[src/rtl/eth_rx_pkg.sv]
// Shared types and constants for the Ethernet receive framer.
// Also hosts the CRC and preamble constants used by the TX side.
package eth_rx_pkg;

    typedef enum logic [1:0] {
        IDLE,
        PRE,
        DATA,
        DROP
    } rx_state_e;

    localparam logic [31:0] CRC_POLY    = 32'hEDB88320;
    localparam logic [31:0] CRC_INIT    = 32'hFFFFFFFF;
    localparam logic [31:0] CRC_RESIDUE = 32'hDEBB20E3;

    localparam logic [7:0] PRE_BYTE = 8'h55;
    localparam logic [7:0] SFD_BYTE = 8'hD5;

    localparam int STAT_ADDR = 0;
    localparam int STAT_CRC  = 1;
    localparam int STAT_LEN  = 2;

    // Byte idx of a MAC address in wire order (idx 0 = bits 47:40).
    function automatic logic [7:0] mac_byte(logic [47:0] mac,
                                            logic [2:0]  idx);
        logic [47:0] sh;
        sh = mac << {idx, 3'b000};
        return sh[47:40];
    endfunction

endpackage

[src/rtl/eth_rx_frame_if.sv]
// Framed receive byte stream towards the packet buffer.
// No backpressure: the slave takes one byte per clock.
interface eth_rx_frame_if;
    import eth_rx_pkg::*;

    logic [7:0]  data;
    logic        vl;
    logic        sop;
    logic        eop;
    logic [2:0]  status;
    logic [10:0] len;

    modport master (
        output data, vl, sop, eop, status, len
    );

    modport slave (
        input data, vl, sop, eop, status, len
    );

endinterface

[src/rtl/eth_crc32_d8.sv]
// One-byte step of the reflected Ethernet CRC-32, LSB first.
// Purely combinational; shared with the TX framer.
module eth_crc32_d8
    import eth_rx_pkg::*;
(
    input  logic [31:0] crc_in,
    input  logic [7:0]  data,
    output logic [31:0] crc_out
);

    always_comb begin
        crc_out = crc_in;
        for (int i = 0; i < 8; i++) begin
            if (crc_out[0] ^ data[i])
                crc_out = (crc_out >> 1) ^ CRC_POLY;
            else
                crc_out = crc_out >> 1;
        end
    end

endmodule

[src/rtl/eth_rx_frame.sv]
// RX framer: strips preamble/SFD, checks FCS, filters DA and
// enforces length limits, emitting a SOP/EOP byte stream.
module eth_rx_frame
    import eth_rx_pkg::*;
#(
    parameter int MIN_LEN = 64,
    parameter int MAX_LEN = 1518
) (
    input  logic           i_rx_clk,
    input  logic           rst_n,
    input  logic           i_rx_dv,
    input  logic [7:0]     i_rx_data,
    input  logic [47:0]    i_mac_addr,
    input  logic           i_promisc,
    eth_rx_frame_if.master rx_out,
    output logic [15:0]    o_good_cnt,
    output logic [15:0]    o_bad_cnt
);

    rx_state_e   state;
    logic [31:0] crc;
    logic [31:0] crc_nxt;
    logic [10:0] len;
    logic [7:0]  hold;
    logic        hold_vl;
    logic        hold_sop;
    logic        da_sta;
    logic        da_bc;
    logic        ovf;
    logic        fin;
    logic [2:0]  status;

    eth_crc32_d8 u_crc (
        .crc_in  (crc),
        .data    (i_rx_data),
        .crc_out (crc_nxt)
    );

    // Frame verdict from the registers as they stand at EOP time.
    always_comb begin
        ovf = (state == DATA) && i_rx_dv
            && (len == 11'(MAX_LEN));
        fin = (state == DATA) && hold_vl && (!i_rx_dv || ovf);
        status = '0;
        status[STAT_LEN]  = ovf || (len < 11'(MIN_LEN));
        status[STAT_CRC]  = (crc != CRC_RESIDUE);
        status[STAT_ADDR] = (len < 11'd6)
                         || (!(da_sta || da_bc) && !i_promisc);
    end

    always_ff @(posedge i_rx_clk or negedge rst_n) begin
        if (!rst_n) begin
            state         <= IDLE;
            crc           <= CRC_INIT;
            len           <= '0;
            hold          <= '0;
            hold_vl       <= 1'b0;
            hold_sop      <= 1'b0;
            da_sta        <= 1'b0;
            da_bc         <= 1'b0;
            rx_out.data   <= '0;
            rx_out.vl     <= 1'b0;
            rx_out.sop    <= 1'b0;
            rx_out.eop    <= 1'b0;
            rx_out.status <= '0;
            rx_out.len    <= '0;
            o_good_cnt    <= '0;
            o_bad_cnt     <= '0;
        end else begin
            rx_out.data   <= '0;
            rx_out.vl     <= 1'b0;
            rx_out.sop    <= 1'b0;
            rx_out.eop    <= 1'b0;
            rx_out.status <= '0;
            rx_out.len    <= '0;

            unique case (state)
                IDLE: begin
                    if (i_rx_dv)
                        state <= (i_rx_data == PRE_BYTE) ? PRE : DROP;
                end
                PRE: begin
                    if (!i_rx_dv) begin
                        state <= IDLE;
                    end else if (i_rx_data == SFD_BYTE) begin
                        state   <= DATA;
                        crc     <= CRC_INIT;
                        len     <= '0;
                        hold_vl <= 1'b0;
                        da_sta  <= 1'b1;
                        da_bc   <= 1'b1;
                    end else if (i_rx_data != PRE_BYTE) begin
                        state <= DROP;
                    end
                end
                DATA: begin
                    if (hold_vl) begin
                        rx_out.data <= hold;
                        rx_out.vl   <= 1'b1;
                        rx_out.sop  <= hold_sop;
                    end
                    if (fin) begin
                        rx_out.eop    <= 1'b1;
                        rx_out.status <= status;
                        rx_out.len    <= len;
                        if (status == 3'd0)
                            o_good_cnt <= o_good_cnt + 16'd1;
                        else
                            o_bad_cnt <= o_bad_cnt + 16'd1;
                    end
                    if (!i_rx_dv) begin
                        state   <= IDLE;
                        hold_vl <= 1'b0;
                    end else if (ovf) begin
                        state   <= DROP;
                        hold_vl <= 1'b0;
                    end else begin
                        crc      <= crc_nxt;
                        len      <= len + 11'd1;
                        hold     <= i_rx_data;
                        hold_vl  <= 1'b1;
                        hold_sop <= (len == 11'd0);
                        if (len < 11'd6) begin
                            da_sta <= da_sta && (i_rx_data
                                == mac_byte(i_mac_addr, len[2:0]));
                            da_bc  <= da_bc && (i_rx_data == 8'hFF);
                        end
                    end
                end
                DROP: begin
                    if (!i_rx_dv)
                        state <= IDLE;
                end
                default: state <= IDLE;
            endcase
        end
    end

endmodule

[src/flat_wrapper.sv]
// flat-port wrapper written by rule: the top's interface ports become plain ports
module eth_rx_frame_flat import eth_rx_pkg::*;
#(
    parameter int MIN_LEN = 64,
    parameter int MAX_LEN = 1518
)
  (i_rx_clk, rst_n, i_rx_dv, i_rx_data, i_mac_addr, i_promisc, o_good_cnt, o_bad_cnt, rx_out_data, rx_out_vl, rx_out_sop, rx_out_eop, rx_out_status, rx_out_len);
  eth_rx_frame_if rx_out_i ();
  input  logic i_rx_clk;
  input  logic rst_n;
  input  logic i_rx_dv;
  input  logic [7:0] i_rx_data;
  input  logic [47:0] i_mac_addr;
  input  logic i_promisc;
  output logic [15:0] o_good_cnt;
  output logic [15:0] o_bad_cnt;
  output wire logic [$bits(rx_out_i.data)-1:0] rx_out_data;
  output wire logic [$bits(rx_out_i.vl)-1:0] rx_out_vl;
  output wire logic [$bits(rx_out_i.sop)-1:0] rx_out_sop;
  output wire logic [$bits(rx_out_i.eop)-1:0] rx_out_eop;
  output wire logic [$bits(rx_out_i.status)-1:0] rx_out_status;
  output wire logic [$bits(rx_out_i.len)-1:0] rx_out_len;
  assign rx_out_data = rx_out_i.data;
  assign rx_out_vl = rx_out_i.vl;
  assign rx_out_sop = rx_out_i.sop;
  assign rx_out_eop = rx_out_i.eop;
  assign rx_out_status = rx_out_i.status;
  assign rx_out_len = rx_out_i.len;
  eth_rx_frame #(.MIN_LEN(MIN_LEN), .MAX_LEN(MAX_LEN)) u_core (.i_rx_clk(i_rx_clk), .rst_n(rst_n), .i_rx_dv(i_rx_dv), .i_rx_data(i_rx_data), .i_mac_addr(i_mac_addr), .i_promisc(i_promisc), .rx_out(rx_out_i), .o_good_cnt(o_good_cnt), .o_bad_cnt(o_bad_cnt));
endmodule
[config.mk]
export PLATFORM = sky130hd
export DESIGN_NAME = eth_rx_frame_flat
export DESIGN_NICKNAME = d
export VERILOG_FILES = /design/src/rtl/eth_rx_pkg.sv /design/src/rtl/eth_rx_frame_if.sv /design/src/rtl/eth_crc32_d8.sv /design/src/rtl/eth_rx_frame.sv /design/src/flat_wrapper.sv
export SDC_FILE = /design/constraint.sdc
export NUM_CORES = 1
export LEC_CHECK = 0
export ABC_CLOCK_PERIOD_IN_PS = 3500
export CAP_MARGIN = 20
export CORE_MARGIN = 2
export CORE_UTILIZATION = 25
export CTS_BUF_LIST = sky130_fd_sc_hd__clkbuf_16
export DETAILED_ROUTE_END_ITERATION = 8
export GPL_ROUTABILITY_DRIVEN = 0
export SYNTH_ARGS = -nofsm -noshare
export SYNTH_HDL_FRONTEND = slang
export SYNTH_HIERARCHICAL = 1
export SYNTH_SLANG_ARGS = --single-unit
[constraint.sdc]
create_clock -name i_rx_clk -period 3.5 [get_ports i_rx_clk]
set_input_delay 0.7 -clock i_rx_clk [delete_from_list [all_inputs] [get_ports i_rx_clk]]
set_output_delay 0.7 -clock i_rx_clk [all_outputs]
set_load 0.01 [all_outputs]
==> results.py, run 1 <==
metrics = {
    "yosys": {
        "synth_ff_type": "dfrtp_1",
        "synth-async-reset-ratio_pct": 100.0,
        "syn_inst": 547,
        "syn-cell-area_um2": 6041,
        "avgSynthCellArea_um2": 11.04,
        "yosys_warnings": 6,
        "synth.ff_latch_count": 114,
        "synth_edf_count": 0,
        "synth_nets": 612,
        "synth_seq_area_share_pct": 47.89,
        "synth.distinct_cells": 51,
    },
    "cts": {
        "clock_latency_ns": 0.41,
        "cts_setup_buffers": 0,
        "clkTransAtPathRegs_ns": 0.06,
        "cts_tree": "done",
        "cts.sinks": 114,
        "postCtsHoldBufs": 0,
        "cts_root_buffer": "clkbuf_16",
        "clk_path_buf_depth": 2,
        "cts_buffers": 17,
        "cts-resized-gates": 0,
        "h-tree-depth": 4,
    },
    "die": {
        "rows": 56,
        "coreArea_um2": 23610,
        "die-area_um2": 25420,
        "num_io_pins": 117,
        "die_w_um": 159.4,
        "start_util_pct": 25.58,
        "die_h_um": 159.4,
    },
    "timing": {
        "finalCriticalPeriod_ns": 2.839,
        "max_freq_ghz": 0.3523,
        "tightest_slew_ns": 0.7620,
        "final.setup.tns_ns": 0,
        "finalHoldViolCount": 0,
        "finClkSkew_ns": 0.01126,
        "slew_headroom_pct": 48.67,
        "slew_violations": 0,
        "finalCritPeriodShare_pct": 81.11,
        "setup_viol": 0,
        "rsz0062_at_grt": "false",
    },
    "setup_path": {
        "cp_top_family": "simple AND/OR/NAND/NOR gates",
        "worst_ep_required_time_ns": 3.79,
        "crit_path_start_kind": "flip-flop",
        "slowest_stage": "or4_4",
        "max_stage_delay_ns": 0.60,
        "reg2reg_from": "u_core/len[1]",
        "critPathKind": "flip-flop to flip-flop",
        "crit_buf_inv": 0,
        "arrival_ns": 3.13,
        "worst_setup_path_end_kind": "flip-flop",
        "critPathMaxFanout": 13,
        "worstSetupStartpoint": "u_core/len[1]",
        "crit_chain": "ha_1 > nand4bb_1 > or3_4 > o211a_1 > a21o_1 > or4_4 > xnor2_2",
    },
    "global_route": {
        "track_usage_pct": 12.40,
        "grt_pass1_vias": 4732,
        "gr-total-overflow": 0,
        "grt_start_max_net_pins": 53,
        "grt_pass1_wl_um": 25370,
        "antenna_found_initial": 0,
    },
    "finish": {
        "layout_commonest_cell": "clkdlybuf4s50_1",
        "nFillCells": 2342,
        "num_antenna_cells": 0,
        "mostFrequentLayoutCells": "clkdlybuf4s50_1, dfrtp_1, xnor2_1",
        "layout-drive-gt1-share_pct": 15.97,
        "finalNetCount": 741,
        "design_area_um2": 8258,
        "area_delta_synth_final_pct": 36.70,
    },
    "routing": {
        "wl_um": 15200,
        "drt-pass1-iter-count": 4,
        "wl_per_cell_um": 15.08,
        "drc": 0,
        "vias": 4494,
        "avgViaCountPerCell": 4.458,
        "final_antenna_net_count": 0,
        "drt_iter0_drc": 223,
    },
    "power_and_ir_drop": {
        "power_density_nw_per_um2": 810.0,
        "ir_drop_v": 0.0004233,
        "total_power_w": 0.006689,
        "p_leak_nw": 3.507,
    },
    "placement": {
        "portBuffers": 116,
        "placement.cell_area_um2": 7661,
        "dp_hpwl_um": 11090,
    },
    "run": {
        "cap_violations": 0,
    },
    "min_path": {
        "hp-class": "input port to async pin",
    },
    "status": {
        "status": "finished, final reports clean",
    },
}
## cell type report
cell class	instances	area, µm²	share of cell area, %
multi-input cells	402	3028	36.67
flip-flops and latches	114	2893	35.03
repair buffers	133	1311	15.88
clock buffers	17	425.4	5.152
well taps	319	399.1	4.833
clock inverters	15	171.4	2.076
inverters	8	30.03	0.3636
## registers in the layout, summed over array words and instances, names as in the netlist
register / flops
u_core/rx_out.status: 3
u_core/hold: 8
u_core/rx_out.eop: 1
u_core/rx_out.len: 11
u_core/rx_out.data: 8
u_core/da_sta: 1
u_core/da_bc: 1
u_core/len: 11
u_core/rx_out.sop: 1
u_core/state: 2
u_core/hold_vl: 1
u_core/rx_out.vl: 1
u_core/o_good_cnt: 16
u_core/o_bad_cnt: 16
u_core/hold_sop: 1
u_core/crc: 32
## logic make-up after synthesis
family                     synth area share (%)
xor gates and xnor gates                  17.50
and+or+nand+nor                           16.16
buffers and inverters                     1.988
AOI/OAI and AO/OA                         9.590
DFF                                       47.89
muxes                                     5.841
adders and majority gates                 1.036
## routing by layer
| metal | part of all wire, % | wire [µm] | track usage, % |
|---|---|---|---|
| met1 | 48 | 7275 | 16.39 |
| met2 | 48 | 7260 | 20.12 |
| met5 | 0 | 0 | 0 |
| met3 | 3.4 | 516 | 3.022 |
| met4 | 1.0 | 152 | 3.719 |
## cell usage after synthesis (2+ instances only)
cell	n	share of area (%)
a21o_1	2	0.25
a21oi_1	3	0.25
and2_1	2	0.21
and3_1	24	2.5
and4_1	3	0.44
buf_2	3	0.25
clkbuf_1	19	1.2
dfrtp_1	82	34
dfstp_2	32	14
ha_1	5	1.0
inv_1	8	0.50
mux2_2	10	1.9
mux2i_1	24	4.0
nand2_1	35	2.2
nand2b_1	3	0.31
nand3_1	15	1.2
nand4_1	3	0.31
nand4b_1	5	0.72
nor2_1	49	3.0
nor2b_1	2	0.21
nor3_1	16	1.3
nor4_1	14	1.4
nor4b_1	3	0.44
o21a_1	3	0.37
o21ai_0	16	1.3
o22a_1	32	4.6
o22ai_1	4	0.41
o31a_1	9	1.3
or3_1	4	0.41
or4_1	2	0.25
xnor2_1	51	7.4
xnor2_2	6	1.6
xor2_1	35	5.1
xor2_2	5	1.3
xor3_1	2	0.79
## worst paths after layout
kind                                         end  slack, ns  depth (start not counted)
max                         u_core/o_bad_cnt[15]       0.66                          7
min                                u_core/len[8]       0.23                          1
max in group asynchronous         u_core/crc[13]       2.43                          2
min in group i_rx_clk      u_core/o_good_cnt[15]       0.47                          1
min reg2reg                u_core/o_good_cnt[15]       0.47                          1
max reg2reg                 u_core/o_bad_cnt[15]       0.66                          7
## through the flow
step	util [%]	hold WS, ns	setup WS (ns)	cells
after global placement	32.44	0.4588	0.5134	976
final	34.97	0.2337	0.6612	1008
after global routing	34.97	0.2607	0.3873	1008
after floorplan	-	0.4044	0.6713	547
after CTS	34.97	0.2344	0.6499	1008
after detailed placement	32.44	0.4632	0.4816	976
## report_power, final
part           switching (W)  internal, W  leakage [nW]
sequential          0.000294      0.00172          1.43
clock               0.000676      0.00107         0.280
combinational        0.00139      0.00155          1.80
total                0.00235      0.00433          3.51
No activity file was read; power rests on OpenSTA's default activity.
==> run 2: changes to the inputs <==
- ABC_CLOCK_PERIOD_IN_PS: 3500 -> 2900
- clock period: 3.5 -> 2.9 ns (I/O delays scaled with it)
==> run 2 against run 1 <==
Worst setup slack worse by 0.45 ns. Global-route usage is 0.24 points higher. Die area is the same. Sequential power increased by 19%. Clock power rose by 20%. Via count up 2.1%. Hold slack worse by 0.075 ns. Sequential share of layout area decreased by 0.52 points. Critical path depth up 2. Final area increased by 1.5%.
==> results.py, run 2 (same netlist as run 1, synthesis figures left out) <==
metrics = {
    "status": {
        "status": "finished, final reports clean",
    },
    "finish": {
        "layout-drive-gt1-share_pct": 17.33,
        "regMostFlops": "u_core/crc",
        "mostFrequentLayoutCells": "clkdlybuf4s50_1, dfrtp_1, xnor2_1",
        "final_util_pct": 35.50,
        "largest_register_ffs": 32,
        "area_delta_synth_final_pct": 38.75,
        "num_antenna_cells": 0,
        "top_regs": "u_core/crc (32), u_core/o_bad_cnt (16), u_core/o_good_cnt (16)",
        "layout_commonest_cell": "clkdlybuf4s50_1",
        "finalNetCount": 756,
    },
    "timing": {
        "final.setup.tns_ns": 0,
        "finalCriticalPeriod_ns": 2.686,
        "layout_setup_ws_ns": 0.2139,
        "max_freq_ghz": 0.3723,
        "tightest_slew_ns": 0.7290,
        "finClkSkew_ns": 0.01397,
        "rsz0062_at_grt": "false",
        "slew_headroom_pct": 50.89,
        "slew_violations": 0,
        "finalHoldViolCount": 0,
        "finalCritPeriodShare_pct": 92.62,
        "setup_viol": 0,
    },
    "routing": {
        "drt_iter0_drc": 208,
        "final_antenna_net_count": 0,
        "drc": 0,
        "wl_um": 15350,
        "vias": 4589,
        "drt-pass1-iter-count": 4,
        "wl_per_cell_um": 15.01,
        "avgViaCountPerCell": 4.486,
    },
    "cts": {
        "clk_path_buf_depth": 2,
        "cts.sinks": 114,
        "clock_latency_ns": 0.42,
        "cts_root_buffer": "clkbuf_16",
        "cts_tree": "done",
        "cts-resized-gates": 0,
        "clkTransAtPathRegs_ns": 0.06,
        "cts_buffers": 17,
        "cts_setup_buffers": 0,
        "h-tree-depth": 4,
        "postCtsHoldBufs": 0,
    },
    "power_and_ir_drop": {
        "p_leak_nw": 3.602,
        "ir_drop_v": 0.0004634,
        "power_density_nw_per_um2": 974.4,
        "total_power_w": 0.008167,
    },
    "global_route": {
        "grt_pass1_wl_um": 25940,
        "gr-total-overflow": 0,
        "grt_start_max_net_pins": 76,
        "grt_pass1_vias": 4768,
        "antenna_found_initial": 0,
        "track_usage_pct": 12.64,
    },
    "die": {
        "rows": 56,
        "die_w_um": 159.4,
        "coreArea_um2": 23610,
        "start_util_pct": 25.58,
        "die_h_um": 159.4,
        "num_io_pins": 117,
        "die-area_um2": 25420,
    },
    "setup_path": {
        "reg2reg_from": "u_core/len[0]",
        "worstSetupStartpoint": "u_core/len[0]",
        "critPathMaxFanout": 12,
        "worst_ep_required_time_ns": 3.23,
        "arrival_ns": 3.02,
        "crit_path_start_kind": "flip-flop",
        "critPathKind": "flip-flop to flip-flop",
        "worst_setup_path_end_kind": "flip-flop",
    },
    "placement": {
        "dp_hpwl_um": 11390,
        "portBuffers": 116,
        "pre_cts_ws_ns": 0.07406,
    },
    "run": {
        "cap_violations": 0,
    },
    "min_path": {
        "hp-class": "input port to async pin",
    },
}
-- run 2: cell types whose count changed in the layout (fill, tap and decap cells not counted) --
cell,before,now
buf_12,2,3
buf_4,16,30
bufinv_16,2,3
clkinv_2,0,2
clkinv_4,2,4
clkinvlp_4,4,2
inv_1,8,11
inv_6,6,1
inv_8,1,0
-- run 2: routing by layer --
layer / routed length [µm] / GRT usage (%) / vias to the layer above
met4: 194 / 3.884 / 0
met2: 7206 / 19.88 / 87
met3: 628 / 2.917 / 17
li1: - / - / 2232
met1: 7325 / 17.30 / 2253
met5: 0 / 0 / -
-- run 2: power breakdown --
| part | switching (W) | leakage, nW | total (W) | internal (W) |
|---|---|---|---|---|
| Clock | 0.000745 | 0.297 | 0.00209 | 0.00134 |
| Sequential | 0.000320 | 1.43 | 0.00240 | 0.00208 |
| Combinational | 0.00172 | 1.87 | 0.00368 | 0.00197 |
-- run 2: area by class of cell --
class	instances	area, µm²
clock buffers	17	425.4
fillers	2374	15230
clock inverters	15	170.2
multi-input cells	402	3028
well taps	319	399.1
inverters	8	30.03
repair buffers	148	1436
flip-flops and latches	114	2893
-- run 2: per-stage QoR --
| step | hold slack, ns | instance area [µm²] | instances |
|---|---|---|---|
| 4_1_cts | 0.1870 | 8382 | 1023 |
| 6_report | 0.1582 | 8382 | 1023 |
| 2_1_floorplan | 0.2844 | 6041 | 547 |
| 5_1_grt | 0.1994 | 8382 | 1023 |
| 3_5_place_dp | 0.4578 | 7786 | 991 |
| 3_3_place_gp | 0.4587 | 7786 | 991 |
-- run 2: final timing paths --
check / slack, ns / cells after the start / end
hold reg to reg: 0.46 / 1 / u_core/o_good_cnt[15]
min in group i_rx_clk: 0.46 / 1 / u_core/o_good_cnt[15]
setup reg to reg: 0.21 / 9 / u_core/o_bad_cnt[13]
max in group asynchronous: 2.27 / 2 / u_core/crc[15]
hold / removal: 0.16 / 2 / u_core/rx_out.len[8]
setup / recovery: 0.21 / 9 / u_core/o_bad_cnt[13]
-- run 2: critical path, stage by stage, from the launching register on --
cell and delay (ns):
dfrtp_1 0.39, inv_1 0.12, ha_1 0.16, nand4bb_1 0.21, or3_4 0.41, o211a_1 0.31
a21o_1 0.24, buf_4 0.19, nor4b_1 0.37, xor2_1 0.18
